File: src/rtl/fpmul_param.sv
// Parametrised floating-point multiplier: control FSM plus datapath with an iterative
// shift-add significand multiply, four rounding modes and a Start/Done handshake.
module fpmul_param #(
  parameter int unsigned EW = 8,
  parameter int unsigned MW = 23
) (
  input  logic           clk,
  input  logic           rst,
  input  logic           Start,
  input  logic [EW+MW:0] A,
  input  logic [EW+MW:0] B,
  input  logic [1:0]     RM,
  output logic [EW+MW:0] P,
  output logic           Busy,
  output logic           Done,
  output logic           OF,
  output logic           UF,
  output logic           NV,
  output logic           NX
);
  localparam int unsigned W  = EW + MW + 1;
  localparam int unsigned N  = MW + 1;
  localparam int unsigned XW = EW + 2;
  localparam int unsigned CW = $clog2(N);
  localparam logic signed [XW-1:0] Bias   = XW'((1 << (EW - 1)) - 1);
  localparam logic signed [XW-1:0] EMax   = XW'((1 << EW) - 1);
  localparam logic signed [XW-1:0] ExpOne = XW'(1);
  localparam logic [W-1:0] QNaN = {1'b0, {EW{1'b1}}, 1'b1, {(MW - 1){1'b0}}};

  typedef enum logic [2:0] {
    StIdle, StClass, StMul, StNorm, StRound, StPack, StDone
  } state_e;

  state_e                 state_q, state_d;
  logic [W-1:0]           a_q, a_d, b_q, b_d, res_q, res_d, p_q, p_d;
  logic [1:0]             rm_q, rm_d;
  logic                   sign_q, sign_d, spec_q, spec_d, res_nv_q, res_nv_d;
  logic                   inex_q, inex_d;
  logic signed [XW-1:0]   exp_q, exp_d;
  logic [N-1:0]           mcand_q, mcand_d;
  logic [2*N-1:0]         prod_q, prod_d;
  logic [CW-1:0]          cnt_q, cnt_d;
  logic [MW-1:0]          frac_q, frac_d;
  logic                   of_q, of_d, uf_q, uf_d, nv_q, nv_d, nx_q, nx_d;

  logic                   sa, sb;
  logic [EW-1:0]          ea, eb;
  logic [MW-1:0]          fa, fb;
  logic                   a_nan, b_nan, a_inf, b_inf, a_zero, b_zero;
  logic [N:0]             mul_sum;
  logic [MW:0]            frac_sum;
  logic                   grd, stk, lsb, rnd_up, ovf_inf;

  assign {sa, ea, fa} = a_q;
  assign {sb, eb, fb} = b_q;
  assign a_nan  = (&ea) & (|fa);
  assign b_nan  = (&eb) & (|fb);
  assign a_inf  = (&ea) & ~(|fa);
  assign b_inf  = (&eb) & ~(|fb);
  assign a_zero = ~(|ea);
  assign b_zero = ~(|eb);

  // Multiplier bits consumed from the low end while partial sums enter the high half.
  assign mul_sum = {1'b0, prod_q[2*N-1:N]} + (prod_q[0] ? {1'b0, mcand_q} : '0);

  assign lsb      = prod_q[MW];
  assign grd      = prod_q[MW-1];
  assign stk      = |prod_q[MW-2:0];
  // Hidden bit is always 1 after NORM, so a fraction carry means the significand hit 2.0.
  assign frac_sum = {1'b0, prod_q[2*MW-1:MW]} + {{MW{1'b0}}, rnd_up};

  always_comb begin
    case (rm_q)
      2'b00:   rnd_up = grd & (stk | lsb);
      2'b01:   rnd_up = 1'b0;
      2'b10:   rnd_up = ~sign_q & (grd | stk);
      default: rnd_up = sign_q & (grd | stk);
    endcase
  end

  always_comb begin
    case (rm_q)
      2'b00:   ovf_inf = 1'b1;
      2'b01:   ovf_inf = 1'b0;
      2'b10:   ovf_inf = ~sign_q;
      default: ovf_inf = sign_q;
    endcase
  end

  always_comb begin
    state_d  = state_q;
    a_d      = a_q;
    b_d      = b_q;
    rm_d     = rm_q;
    res_d    = res_q;
    res_nv_d = res_nv_q;
    spec_d   = spec_q;
    sign_d   = sign_q;
    exp_d    = exp_q;
    mcand_d  = mcand_q;
    prod_d   = prod_q;
    cnt_d    = cnt_q;
    frac_d   = frac_q;
    inex_d   = inex_q;
    p_d      = p_q;
    of_d     = of_q;
    uf_d     = uf_q;
    nv_d     = nv_q;
    nx_d     = nx_q;
    case (state_q)
      StIdle: begin
        if (Start) begin
          a_d     = A;
          b_d     = B;
          rm_d    = RM;
          of_d    = 1'b0;
          uf_d    = 1'b0;
          nv_d    = 1'b0;
          nx_d    = 1'b0;
          state_d = StClass;
        end
      end
      StClass: begin
        sign_d   = sa ^ sb;
        spec_d   = 1'b1;
        res_nv_d = 1'b0;
        state_d  = StPack;
        if ((a_inf && b_zero) || (a_zero && b_inf)) begin
          res_d    = QNaN;
          res_nv_d = 1'b1;
        end else if (a_nan || b_nan) begin
          res_d = QNaN;
        end else if (a_inf || b_inf) begin
          res_d = {sa ^ sb, {EW{1'b1}}, {MW{1'b0}}};
        end else if (a_zero || b_zero) begin
          res_d = {sa ^ sb, {(W - 1){1'b0}}};
        end else begin
          spec_d  = 1'b0;
          mcand_d = {1'b1, fa};
          prod_d  = {{N{1'b0}}, 1'b1, fb};
          exp_d   = $signed({2'b00, ea}) + $signed({2'b00, eb}) - Bias;
          cnt_d   = '0;
          state_d = StMul;
        end
      end
      StMul: begin
        prod_d = {mul_sum, prod_q[N-1:1]};
        cnt_d  = cnt_q + CW'(1);
        if (cnt_q == CW'(N - 1)) begin
          state_d = StNorm;
        end
      end
      StNorm: begin
        // Keep the shifted-out bit alive in the sticky field.
        if (prod_q[2*N-1]) begin
          prod_d = {1'b0, prod_q[2*N-1:2], prod_q[1] | prod_q[0]};
          exp_d  = exp_q + ExpOne;
        end
        state_d = StRound;
      end
      StRound: begin
        inex_d = grd | stk;
        frac_d = frac_sum[MW-1:0];
        if (frac_sum[MW]) begin
          exp_d = exp_q + ExpOne;
        end
        state_d = StPack;
      end
      StPack: begin
        if (spec_q) begin
          p_d  = res_q;
          nv_d = res_nv_q;
        end else if (!exp_q[XW-1] && (exp_q >= EMax)) begin
          p_d  = ovf_inf ? {sign_q, {EW{1'b1}}, {MW{1'b0}}}
                         : {sign_q, {(EW - 1){1'b1}}, 1'b0, {MW{1'b1}}};
          of_d = 1'b1;
          nx_d = 1'b1;
        end else if (exp_q[XW-1] || (exp_q == '0)) begin
          p_d  = {sign_q, {(W - 1){1'b0}}};
          uf_d = 1'b1;
          nx_d = 1'b1;
        end else begin
          p_d  = {sign_q, exp_q[EW-1:0], frac_q};
          nx_d = inex_q;
        end
        state_d = StDone;
      end
      StDone: begin
        state_d = StIdle;
      end
      default: begin
        state_d = StIdle;
      end
    endcase
  end

  always_ff @(posedge clk or negedge rst) begin
    if (!rst) begin
      state_q  <= StIdle;
      a_q      <= '0;
      b_q      <= '0;
      rm_q     <= '0;
      res_q    <= '0;
      res_nv_q <= 1'b0;
      spec_q   <= 1'b0;
      sign_q   <= 1'b0;
      exp_q    <= '0;
      mcand_q  <= '0;
      prod_q   <= '0;
      cnt_q    <= '0;
      frac_q   <= '0;
      inex_q   <= 1'b0;
      p_q      <= '0;
      of_q     <= 1'b0;
      uf_q     <= 1'b0;
      nv_q     <= 1'b0;
      nx_q     <= 1'b0;
    end else begin
      state_q  <= state_d;
      a_q      <= a_d;
      b_q      <= b_d;
      rm_q     <= rm_d;
      res_q    <= res_d;
      res_nv_q <= res_nv_d;
      spec_q   <= spec_d;
      sign_q   <= sign_d;
      exp_q    <= exp_d;
      mcand_q  <= mcand_d;
      prod_q   <= prod_d;
      cnt_q    <= cnt_d;
      frac_q   <= frac_d;
      inex_q   <= inex_d;
      p_q      <= p_d;
      of_q     <= of_d;
      uf_q     <= uf_d;
      nv_q     <= nv_d;
      nx_q     <= nx_d;
    end
  end

  assign P    = p_q;
  assign Busy = (state_q != StIdle);
  assign Done = (state_q == StDone);
  assign OF   = of_q;
  assign UF   = uf_q;
  assign NV   = nv_q;
  assign NX   = nx_q;

endmodule

File: config.mk
export PLATFORM = sky130hd
export DESIGN_NAME = fpmul_param
export DESIGN_NICKNAME = d
export VERILOG_FILES = /design/src/rtl/fpmul_param.sv
export SDC_FILE = /design/constraint.sdc
export NUM_CORES = 1
export LEC_CHECK = 0
export CAP_MARGIN = 20
export CORE_UTILIZATION = 30
export DETAILED_ROUTE_END_ITERATION = 8
export PLACE_DENSITY = 0.46
export SETUP_SLACK_MARGIN = 0.1
export SYNTH_ARGS = -nofsm -noshare
export SYNTH_HDL_FRONTEND = slang
export SYNTH_SLANG_ARGS = --single-unit
File: constraint.sdc
create_clock -name clk -period 3.1 [get_ports clk]
set_input_delay 0.62 -clock clk [delete_from_list [all_inputs] [get_ports clk]]
set_output_delay 0.62 -clock clk [all_outputs]
set_load 0.005 [all_outputs]
Yosys cells after proc, flatten, opt, wreduce, memory -nomap -nowiden
Cells that the tools add are included.

word-level totals
  bits in registers = 251
  bits of input ports = 69
  logic and storage cells = 161

operators by class
  add/subtract/negate cells = 6
  order comparisons = 1
  equality and inequality tests = 22
  mux-type cells = 55
  bitwise gates (word level) = 20
  reductions and logical operators = 37

operators with widths
  kind                                                                number
  2-to-1 mux 48 bit                                                   4
  2-to-1 mux 32 bit                                                   5
  case mux 48 bit (3 select lines)                                    1
  2-to-1 mux 31 bit                                                   2
  2-to-1 mux 10 bit                                                   6
  2-to-1 mux 24 bit                                                   2
  2-to-1 mux 47 bit                                                   1
  OR reduction 23 bit                                                 2
  case mux 10 bit (3 select lines)                                    1
  != test 2 bit, second input constant                                13
  adder 24 x 24 -> 25 bit                                             1
  adder 23 x 1 -> 24 bit                                              1
  OR reduction 22 bit                                                 1
  2-to-1 mux 5 bit                                                    4
  AND reduction 5 bit                                                 4
  2-to-1 mux 3 bit                                                    6
  case mux 3 bit (6 select lines)                                     1
  AND reduction 8 bit                                                 2
  OR reduction 8 bit                                                  2
  2-to-1 mux 1 bit                                                    15
  adder 10 x 2 -> 10 bit, second input constant                       1
  greater-or-equal comparator 10 x 9 -> 1 bit, second input constant  1
  zero test 10 bit                                                    1
  case mux 5 bit (2 select lines)                                     1
  other kinds (28)                                                    63

Longest topological paths before layout
  depth in word-level cells = 8
  gate-level depth with buffers = 17

Worst setup path before layout
OpenSTA, ideal clock, no wires.

  kind = reg-to-reg
  start = register prod_q[6]
  end = register exp_q[8]
  arrival = 2.816 ns
  setup slack = 0.158 ns
  cell stages (with the launch flop) = 16
  buffers on the path = 1
  clock period less this slack = 2.942 ns
  path through = dfrtp_1 or4_1 nor4_1 nor2b_1 nor2_1 nand2_1 o21ai_0 ha_1 and4_1 or3b_4 nor4b_1 nand2b_1 and3_1 buf_4 a21oi_1 a21oi_1

on the way
  longest elaborated chain between the ends = 7
  elaborated cells between the ends (all ways) = 10

RTL lines
  item                                    line        RTL
  start, declared                         41          logic [2*N-1:0] prod_q, prod_d;
  start signal, assigned                  229         prod_q <= prod_d;
  OR reduction 22 bit *                   68          assign stk = |prod_q[MW-2:0];
  OR 1 bit (on tied branches)             76, 77, 74
  AND 1 bit (on tied branches)            77, 74, 76
  case mux 1 bit (3 select lines) *       73          case (rm_q)
  adder 23 x 1 -> 24 bit *                70          assign frac_sum = {1'b0, prod_q[2*MW-1:MW]} + {{MW{1'b0}}, rnd_up};
  != test 2 bit (no source line) *        -
  AND reduction 7 bit (no source line) *  -
  end signal, assigned                    227         exp_q <= exp_d;
  end, declared                           39          logic signed [XW-1:0] exp_q, exp_d;

Mark *: on every way between the ends. The rest lies on a longest branch, timed or not.
A chain may end at the register's enable or synchronous reset.

Final worst setup path
  start = register prod_q[6]
  end = register exp_q[3]

The elaborated chain is that of the path after synthesis.

==> summary.md <==
| Metric | Value |
|---|---|
| Run status | finished, final reports clean |
| Max-Cap Viols | 0 |
| Clock Sink Count | 222 |
| Synth area leader | dfrtp_1 |
| Peak supply drop | roughly 0.48 mV |
| DR iter-0 viols | approximately 370 |
| CP max FO | 8 |
| Clock Path Buffers | 3 |
| Post-synthesis mux area share | 0.107 |
| Gr ovfl total | 0 |
| Antenna Nets Post-Route | 0 |
| Setup Viol. Count Final | 0 |
| Post-synthesis compound-gate area fraction | 0.144 |
| Synthesized instance count | about 1200 |
| Period minus WS final | between 2000 and 3000 ps |
| EDFF count, synth | 0 |
| Nets | 1462 |
| Cell family with most CP delay | simple AND/OR/NAND/NOR gates |
| Die Area | roughly 40000 sq um |
| Mean number of vias per cell | roughly 4.8 |
| Wirelength, routed | 30.6 mm |
| Hold buffer count at cts | 0 |
| Max-slew headroom | 0.337 |
| Most frequent cell after synthesis | dfrtp_1 |
| Vias in the first global route | a little over 9000 |
| Syn Std Cell Area | approximately 12000 sq um |
| Post-synthesis sequential area ratio | 0.472 |
| Drt pass-1 iters | 4 |
| P_leak | 6.50 nW |
| HPWL after detailed placement | approximately 22 mm |
| Multi-input logic area | approximately 6200 sq um |
| Post-synthesis adder-cell area fraction | 0.0513 |
| Antenna diode count | 0 |
| Worst-Margin Slew | around 1000 ps |
| Final Hold Viols | 0 |
| Crit-path max cell delay | between 500 and 600 ps |
| Largest net degree at the start of global routing | 66 |
| Port Buf Inserts | about 110 |
| Die width | about 200 um |
| Crit end category | flip-flop |
| Num CTS Buffers | 27 |
| Storage element area | approximately 5600 sq um |
| Simple-gate area share of the yosys netlist | 0.157 |
| Async S/R FF share, synth | 1.00 |
| #FFs+latches synth | about 220 |
| Initial antenna violation count | 0 |
| Worst Setup Path Type | reg2reg |
| Setup_tns | 0 ps |
| GRT Util Overall | 0.157 |
| Startpoint types | flip-flop |
| Final max-slew violation count | 0 |
| Worst skew pair latency | approximately 540 ps |
| Total power per unit cell area | between 1000 and 1500 nW/um^2 |
| Syn Nets | 1299 |
| RSZ-0062 raised after global routing | true |
| GPL Wtd Cong | 0.816 |
| Main combinational cell family by area after synthesis | simple AND/OR/NAND/NOR gates |
| Max Freq | about 340 MHz |
| Hold Path Class | in2async |
| Die Span Y | about 200 um |
| Worst-path clk slew | 60 ps |
| Area grow syn2layout | 29.5% |
| Synth top area cells | dfrtp_1 (47%), mux2_2 (8.3%), ha_1 (4.8%), a21oi_1 (4.4%), nand2_1 (3.9%) |
| Clock H-tree levels | 1 |
| Routed vias | 9086 |
| Layout cells sized above 1 | 0.223 |
| Synth Flop Type | dfrtp_1 |
| Core Region | 38600 sq um |
| Post-synth top cells | dfrtp_1 (222), nand2_1 (123), a21oi_1 (103), mux2_2 (87), nor2_1 (86) |
| Area share of the largest cell type after synthesis | 0.472 |
| Ys Warns | 0 |
| Root Driver | clkbuf_16 |
| Final instance area | 15200 sq um |
| Synth Area per Inst | approximately 9.9 sq um |
| Number of fill cells | ~3900 |
| CTS tree | built |
| Boundary Pins | approximately 110 |
| Mean routed wirelength per cell | between 15 and 20 um |
| Initial Util | 0.304 |
| Area of placed instances | about 14000 sq um |
| Critical path data arrival time | 3430 ps |
| # rows | 72 |
| Global-route wire length before repair | between 50 and 60 mm |
| Critical path cell sequence | or4_4 -> nor4_4 -> nor2b_4 -> nor2_1 -> nand2_1 -> o21ai_1 -> ha_2 -> and4_1 -> or3b_4 -> nor4b_4 -> nand2b_4 -> and3_4 -> buf_4 -> a21oi_1 |
| Slowest CP cell | or4_4 |
| Synth unique cells | 71 |
| Buf+Inv Stages, Crit Path | 1 |
| Crit path required time | around 3600 ps |
| Clock skew | between 10 and 15 ps |
| Post-synthesis xor/xnor area fraction | 0.0357 |
| Period utilization | 0.959 |
| Drt drc | 0 |
-- repair_timing --
item                       in CTS  in global routing
pin swaps                       7                 27
setup endpoints to repair      29                 38
gates resized for setup        22                 56
hold endpoints to repair        0                  0
setup buffers                   2                  7
cloned                          2                  1
-- layout by cell type, fill, tap and decap left out, drive strengths merged, types with 3 or more instances in the layout --
cell           instances
clkbuf                39
or2                    3
and4                   3
mux2                  87
nor2b                  9
nand2b                14
nor2                  88
nor3                  13
o211ai                 5
buf                   89
nor3b                  5
or4                    6
a21oi                104
a31oi                  8
nor4                  17
a211o                  3
nand2                123
o22ai                  5
ha                    45
clkdlybuf4s50        105
or3                    6
nand3                 26
a22o                   8
o31ai                 10
inv                   28
nand4                 22
a21o                  10
o21a                   3
clkinv                 7
and3                   8
o21ai                 99
xor2                  22
xnor2                 26
dfrtp                222
mux2i                 28
and2                  32
-- per-stage QoR --
step | setup slack (ps) | hold WS (ps) | std cells | power, mW | util
after floorplan | 158 | 324 | 1183 | 10.3 | -
after global placement | -169 | 443 | 1823 | 12.9 | 0.358
after detailed placement | -265 | 446 | 1824 | 13.0 | 0.358
after CTS | 82.1 | 43.9 | 1877 | 16.4 | 0.385
after global routing | -0.943 | 67.0 | 1884 | 17.9 | 0.394
final | 128 | 32.1 | 1884 | 16.5 | 0.394
-- kinds of logic after synthesis --
kind of cell	Yosys count
AOI/OAI and AO/OA	281
adders and majority gates	47
buffers and inverters	90
DFF	222
xor gates and xnor gates	48
and+or+nand+nor	380
muxes	115
-- flip-flops by register name, summed over array words and instances, names as in the netlist --
register / flops
prod_q: 48
P: 32
a_q: 32
b_q: 32
mcand_q: 24
frac_q: 23
exp_q: 10
cnt_q: 5
res_q: 3
state_q: 3
rm_q: 2
NV: 1
NX: 1
OF: 1
UF: 1
inex_q: 1
res_nv_q: 1
sign_q: 1
spec_q: 1
-- routing by layer --
| metal | global-route usage | routed length [um] |
|---|---|---|
| met5 | 0 | 0 |
| met4 | 0.0368 | 502 |
| met3 | 0.0217 | 1050 |
| met2 | 0.236 | 13200 |
| met1 | 0.236 | 15900 |
-- final timing paths --
kind,slack [ps],cells past startpoint,from,endpoint
min in group clk,460,1,mcand_q[23],mcand_q[23]
max,130,14,prod_q[6],exp_q[3]
min,30,1,rst,a_q[7]
max reg2reg,130,14,prod_q[6],exp_q[3]
max in group asynchronous,2250,2,rst,exp_q[7]
min reg2reg,460,1,mcand_q[23],mcand_q[23]
-- report_power, final --
| group | switching, mW | internal [mW] | total, mW |
|---|---|---|---|
| clock network | 1.25 | 1.84 | 3.09 |
| registers | 1.21 | 4.27 | 5.48 |
| logic | 4.03 | 3.87 | 7.89 |
| total | 6.48 | 9.98 | 16.5 |
-- final cells by class --
| type | instances | share of cell area |
|---|---|---|
| flip-flops and latches | 222 | 0.365 |
| inverters | 27 | 0.00666 |
| multi-input cells | 872 | 0.407 |
| clock buffers | 38 | 0.0517 |
| clock inverters | 11 | 0.00583 |
| well taps | 518 | 0.0426 |
| repair buffers | 196 | 0.121 |
Power figures use the tool's default switching activity.
